$ cat src/rtl/ws2812_chain_driver.sv
// ws2812_chain_driver
// Serial driver for a chain of WS2812B LEDs. Takes 24-bit GRB pixels on a
// valid/ready stream and holds up to one of them in a buffer. Each pixel is
// scaled by a global brightness when it loads into the shifter, then sent on
// the one-wire NRZ line MSB first. A frame is LED_COUNT pixels followed by a
// TRESET-cycle low latch.
//
// Ports:
//   clk, rst_n   - clock; asynchronous active-low reset
//   s_valid      - pixel valid
//   s_ready      - pixel buffer empty
//   s_data       - pixel, [23:16]=G, [15:8]=R, [7:0]=B
//   brightness   - global scale, sampled when a pixel loads into the shifter
//   dout         - LED data line
//   busy         - a frame is in progress (any state other than idle)
//   frame_done   - one-cycle pulse when a complete frame finishes its latch
//   underrun     - one-cycle pulse when a frame is aborted for lack of data
module ws2812_chain_driver #(
  parameter int LED_COUNT = 12,
  parameter int TBIT      = 15,
  parameter int T0H       = 5,
  parameter int T1H       = 10,
  parameter int TRESET    = 1200
) (
  input  logic        clk,
  input  logic        rst_n,
  input  logic        s_valid,
  output logic        s_ready,
  input  logic [23:0] s_data,
  input  logic [7:0]  brightness,
  output logic        dout,
  output logic        busy,
  output logic        frame_done,
  output logic        underrun
);

  localparam logic [1:0] IDLE  = 2'd0;
  localparam logic [1:0] HIGH  = 2'd1;
  localparam logic [1:0] LOW   = 2'd2;
  localparam logic [1:0] LATCH = 2'd3;

  // One timer serves both bit phases and the latch, so it is sized for the longer.
  localparam int TMAX = (TRESET > TBIT) ? TRESET : TBIT;
  localparam int TW   = $clog2(TMAX + 1);
  localparam int PW   = (LED_COUNT > 1) ? $clog2(LED_COUNT) : 1;

  localparam logic [TW-1:0] HI1_LAST   = TW'(T1H - 1);
  localparam logic [TW-1:0] HI0_LAST   = TW'(T0H - 1);
  localparam logic [TW-1:0] LO1_LAST   = TW'(TBIT - T1H - 1);
  localparam logic [TW-1:0] LO0_LAST   = TW'(TBIT - T0H - 1);
  localparam logic [TW-1:0] LATCH_LAST = TW'(TRESET - 1);
  localparam logic [PW-1:0] PIX_LAST   = PW'(LED_COUNT - 1);

  logic [1:0]    state_q, state_d;
  logic [23:0]   buf_q, buf_d;
  logic          buf_full_q, buf_full_d;
  logic [23:0]   shift_q, shift_d;
  logic [4:0]    bit_q, bit_d;
  logic [PW-1:0] pix_q, pix_d;
  logic [TW-1:0] tim_q, tim_d;
  logic          abort_q, abort_d;
  logic          dout_q, dout_d;
  logic          frame_done_q, frame_done_d;
  logic          underrun_q, underrun_d;

  // Each channel becomes (c * (brightness + 1)) >> 8, so 255 is identity and 0 blanks.
  function automatic logic [23:0] scale_pixel(input logic [23:0] px, input logic [7:0] br);
    logic [15:0] mult;
    logic [15:0] pg;
    logic [15:0] pr;
    logic [15:0] pb;
    mult = {8'd0, br} + 16'd1;
    pg   = {8'd0, px[23:16]} * mult;
    pr   = {8'd0, px[15:8]} * mult;
    pb   = {8'd0, px[7:0]} * mult;
    return {pg[15:8], pr[15:8], pb[15:8]};
  endfunction

  // Next-state logic. The buffer accepts only while empty and the shifter
  // loads only while it is full, so the two never compete for buf_d.
  always_comb begin
    state_d      = state_q;
    buf_d        = buf_q;
    buf_full_d   = buf_full_q;
    shift_d      = shift_q;
    bit_d        = bit_q;
    pix_d        = pix_q;
    tim_d        = tim_q;
    abort_d      = abort_q;
    frame_done_d = 1'b0;
    underrun_d   = 1'b0;

    if (s_valid && !buf_full_q) begin
      buf_d      = s_data;
      buf_full_d = 1'b1;
    end

    case (state_q)
      IDLE: begin
        if (buf_full_q) begin
          shift_d    = scale_pixel(buf_q, brightness);
          buf_full_d = 1'b0;
          pix_d      = '0;
          bit_d      = 5'd0;
          tim_d      = '0;
          abort_d    = 1'b0;
          state_d    = HIGH;
        end
      end
      HIGH: begin
        if (tim_q == (shift_q[23] ? HI1_LAST : HI0_LAST)) begin
          tim_d   = '0;
          state_d = LOW;
        end else begin
          tim_d = tim_q + TW'(1);
        end
      end
      LOW: begin
        if (tim_q == (shift_q[23] ? LO1_LAST : LO0_LAST)) begin
          tim_d = '0;
          if (bit_q != 5'd23) begin
            bit_d   = bit_q + 5'd1;
            shift_d = {shift_q[22:0], 1'b0};
            state_d = HIGH;
          end else if (pix_q == PIX_LAST) begin
            state_d = LATCH;
          end else if (buf_full_q) begin
            // Next pixel goes straight out with no idle cycle between pixels.
            shift_d    = scale_pixel(buf_q, brightness);
            buf_full_d = 1'b0;
            pix_d      = pix_q + PW'(1);
            bit_d      = 5'd0;
            state_d    = HIGH;
          end else begin
            // Source fell behind: abandon the frame and latch what was sent.
            underrun_d = 1'b1;
            abort_d    = 1'b1;
            state_d    = LATCH;
          end
        end else begin
          tim_d = tim_q + TW'(1);
        end
      end
      default: begin
        if (tim_q == LATCH_LAST) begin
          tim_d        = '0;
          state_d      = IDLE;
          frame_done_d = !abort_q;
        end else begin
          tim_d = tim_q + TW'(1);
        end
      end
    endcase

    // The line is registered from the next state so it changes on the edge that enters HIGH.
    dout_d = (state_d == HIGH);
  end

  // State registers; reset drops the line and discards any buffered pixel.
  always_ff @(posedge clk or negedge rst_n) begin
    if (!rst_n) begin
      state_q      <= IDLE;
      buf_q        <= '0;
      buf_full_q   <= 1'b0;
      shift_q      <= '0;
      bit_q        <= 5'd0;
      pix_q        <= '0;
      tim_q        <= '0;
      abort_q      <= 1'b0;
      dout_q       <= 1'b0;
      frame_done_q <= 1'b0;
      underrun_q   <= 1'b0;
    end else begin
      state_q      <= state_d;
      buf_q        <= buf_d;
      buf_full_q   <= buf_full_d;
      shift_q      <= shift_d;
      bit_q        <= bit_d;
      pix_q        <= pix_d;
      tim_q        <= tim_d;
      abort_q      <= abort_d;
      dout_q       <= dout_d;
      frame_done_q <= frame_done_d;
      underrun_q   <= underrun_d;
    end
  end

  assign s_ready    = !buf_full_q;
  assign busy       = (state_q != IDLE);
  assign dout       = dout_q;
  assign frame_done = frame_done_q;
  assign underrun   = underrun_q;

endmodule
$ cat config.mk
export PLATFORM = sky130hd
export DESIGN_NAME = ws2812_chain_driver
export DESIGN_NICKNAME = d
export VERILOG_FILES = /design/src/rtl/ws2812_chain_driver.sv
export SDC_FILE = /design/constraint.sdc
export NUM_CORES = 1
export LEC_CHECK = 0
export BUFFER_PORTS_ARGS = -buffer_cell sky130_fd_sc_hd__buf_2
export CAP_MARGIN = 30
export CORE_MARGIN = 2
export CORE_UTILIZATION = 55
export CTS_CLUSTER_DIAMETER = 30
export DETAILED_ROUTE_END_ITERATION = 16
export PLACE_DENSITY = 0.72
export SYNTH_ARGS = -nofsm -noshare
export SYNTH_HDL_FRONTEND = slang
export SYNTH_SLANG_ARGS = --single-unit
$ cat constraint.sdc
create_clock -name clk -period 13.7 [get_ports clk]
set_clock_uncertainty 0.15 [all_clocks]
set_input_delay 2.74 -clock clk [delete_from_list [all_inputs] [get_ports clk]]
set_output_delay 2.74 -clock clk [all_outputs]
set_load 0.02 [all_outputs]
==> results.sh <==
export IMPL_syn_cell_area_sq_um=9740
export IMPL_maximum_number_of_pins_on_one_net_before_global_route_repair=61
export IMPL_cts_root_to_sink_buffers=2
export IMPL_timing_final_max_slew_violations=0
export IMPL_drv_max_cap_violation_count=0
export IMPL_route_top_layer_used="met4"
export IMPL_timing_final_setup_violations=0
export IMPL_ys_dominant_reg_cell="dfrtp_1"
export IMPL_global_route_wire_length_before_repair_um=35500
export IMPL_diodes=0
export IMPL_timing_hold_worst_class="flip-flop to flip-flop"
export IMPL_cp_startpoint="brightness[0]"
export IMPL_top_level_ports=40
export IMPL_fmaxAchievable_ghz=0.118
export IMPL_maxSlewHeadroom_pct=33.1
export IMPL_synth_enable_flop_cells=0
export IMPL_dieWidth_um=137
export IMPL_wire_per_inst_um=15.9
export IMPL_path_delay_family="adder cells"
export IMPL_fillerInstances=1509
export IMPL_timing_critical_path_slowest_stage_cell="fa_1"
export IMPL_cp_common_cell="fa_1"
export IMPL_ff2ff_path_depth=16
export IMPL_grt_util_all_layers_pct=24.0
export IMPL_share_of_post_route_cells_with_drive_strength_above_1_pct=10.5
export IMPL_critPathCapture="shift_q[14]"
export IMPL_cts_tree="built"
export IMPL_firstDrtPassIters=5
export IMPL_timing_rr_end="shift_q[14]"
export IMPL_crit_reg2reg_launch="buf_q[13]"
export IMPL_syn_nets=1282
export IMPL_status="finished clean"
export IMPL_htree_levels=3
export IMPL_final_hold_violation_count=0
export IMPL_numCtsBuffers=9
export IMPL_worst_slew_pin_transition_ns=1.00
export IMPL_final_min_period_over_clock_period_pct=61.7
export IMPL_worst_ep_arrival_time_ns=8.56
export IMPL_grt_setup_unrepaired="false"
export IMPL_crit_path_max_incr_delay_ns=0.55
export IMPL_clkTransAtPathRegs_ns=0.06
export IMPL_cts_repair_resized=0
export IMPL_worst_path_stages=20
export IMPL_crit_path_cell_trace="buf_2, ha_1, xor2_1, buf_4, nand2_1, fa_1, fa_1, inv_1, fa_1, inv_1, fa_1, inv_1, ha_1, a2111oi_0, o31ai_1, a31oi_1, a21oi_1, o31ai_1, nor3_1, a311oi_1"
export IMPL_clock_latency_ns=0.35
export IMPL_postLayoutSetupSlackWorst_ns=5.24
export IMPL_synth_seq_cells=75
export IMPL_antenna_found_initial=0
export IMPL_netlist_instances=1027
export IMPL_syn_mean_instance_area_sq_um=9.49
export IMPL_gp_congestion=0.892
export IMPL_yosys_warnings=0
export IMPL_finalWirelength_um=20300
export IMPL_grt_ovfl_total=0
export IMPL_initial_core_util_pct=56.3
export IMPL_timing_critical_path_fanout_max=24
export IMPL_critPathKind="input pin to flip-flop"
export IMPL_final_nets=1300
export IMPL_synth_sequential_area_ratio_pct=19.3
export IMPL_cp_end_kind="flip-flop"
export IMPL_met3WireLength_um=708
export IMPL_timing_final_crit_period_ns=8.46
export IMPL_cp_buffers_inverters=5
export IMPL_hold_start="abort_q"
export IMPL_async_flop_share_pct=100
export IMPL_mostFrequentLayoutCell="inv_1"
export IMPL_core_rowCount=48
export IMPL_timing_critical_path_required_ns=13.80
export IMPL_via_per_inst=5.50
export IMPL_vias=7008
export IMPL_postCtsHoldBufs=0
export IMPL_grt_pass1_vias=7350
export IMPL_port_buffers=39
export IMPL_met1Wirelength_um=9280
export IMPL_syn2layout_area_growth_pct=7.71
export IMPL_post_cts_setup_buffer_count=0
export IMPL_finalSetupTns_ns=0
export IMPL_clock_sinks=75
export IMPL_yosysUniqueCellTypes=63
export IMPL_rrSetupSlack_ns=8.09
export IMPL_initialDrtViolationCount=375
export IMPL_ant_nets=0
export IMPL_design_die_area_sq_um=18800
export IMPL_place_detailed_hpwl_um=15100
export IMPL_floorplan_core_area_sq_um=17300
export IMPL_drc=0
export IMPL_cts_root_buffer_cell="clkbuf_16"
export IMPL_commonest_cells_after_routing_fill_and_taps_aside="inv_1 (154), and2_1 (148), fa_1 (120)"
export IMPL_dpl_worst_slack_ns=4.97
export IMPL_crit_path_start_kind="input pin"
export IMPL_met2RoutedLength_um=9820
export IMPL_die_height_um=137
export IMPL_hold_worst_slack_ns=0.331
## through the flow
stage                     std cells  util [%]  instance area (sq um)
after floorplan                1027         -                   9740
after global placement         1258      58.6                  10100
after detailed placement       1259      58.7                  10200
after CTS                      1275      60.7                  10500
after global routing           1275      60.7                  10500
final                          1275      60.7                  10500
## cells by family (layout without fill, tap and decap cells)
family | count (synthesis) | count (layout) | synth area share [%]
and+or+nand+nor | 337 | 337 | 19.7
adders and majority gates | 220 | 220 | 37.5
buffers and inverters | 197 | 220 | 7.72
AOI/OAI and AO/OA | 120 | 120 | 8.13
DFF | 75 | 75 | 19.3
xor gates and xnor gates | 48 | 48 | 4.32
muxes | 30 | 30 | 3.40
## routing by layer
metal  vias to the layer above  GRT usage, %
met3                        28          3.78
met2                       134          40.2
met1                      3501          32.5
li1                       3345             -
met4                         0          6.36
met5                         -             0
## worst reg2reg max path: stages (launching register included)
cell       delay [ns]
dfrtp_1          0.57
nand2_1          0.14
fa_1             0.53
fa_1             0.55
inv_1            0.06
fa_1             0.53
inv_1            0.05
fa_1             0.52
inv_1            0.04
ha_1             0.31
a2111oi_0        0.44
o31ai_1          0.17
a31oi_1          0.48
a21oi_1          0.24
o31ai_1          0.40
nor3_1           0.08
a311oi_1         0.24
## worst min path at each step
stage	endpoint	cells after the start
6_report	frame_done	1
5_1_grt	frame_done	1
4_1_cts	frame_done	1
3_5_place_dp	frame_done	1
3_3_place_gp	frame_done	1
2_1_floorplan	frame_done	1
## cell type report
cell class	count	area (sq um)	share of cell area [%]
multi-input combinational	755	7120	67.9
sequential	75	1880	17.9
inverter	154	578	5.51
timing repair buffer	50	300	2.86
tap	225	282	2.68
clock buffer	10	239	2.28
clock inverter	6	96.3	0.918
## registers in the layout (all words and copies together) (netlist names)
register / count
frame_done: 1
buf_q: 24
bit_q: 5
state_q: 2
tim_q: 11
abort_q: 1
dout: 1
underrun: 1
shift_q: 24
pix_q: 4
buf_full_q: 1
## cell usage after synthesis (all sizes together) (13+ instances only)
library cell	instances	share of area, %
a21oi	38	2.0
and2	148	9.5
buf	13	0.63
clkbuf	30	1.2
dfrtp	75	19
fa	120	25
ha	100	13
inv	154	5.9
mux2	25	2.9
nand2	63	2.4
nor2	44	1.7
nor2b	20	1.3
o21ai	20	1.0
o22ai	22	1.4
xnor2	26	2.3
xor2	22	2.0
Power is not shown: default switching activity piles up to over one toggle a cycle in this logic, so the estimate is an artifact.
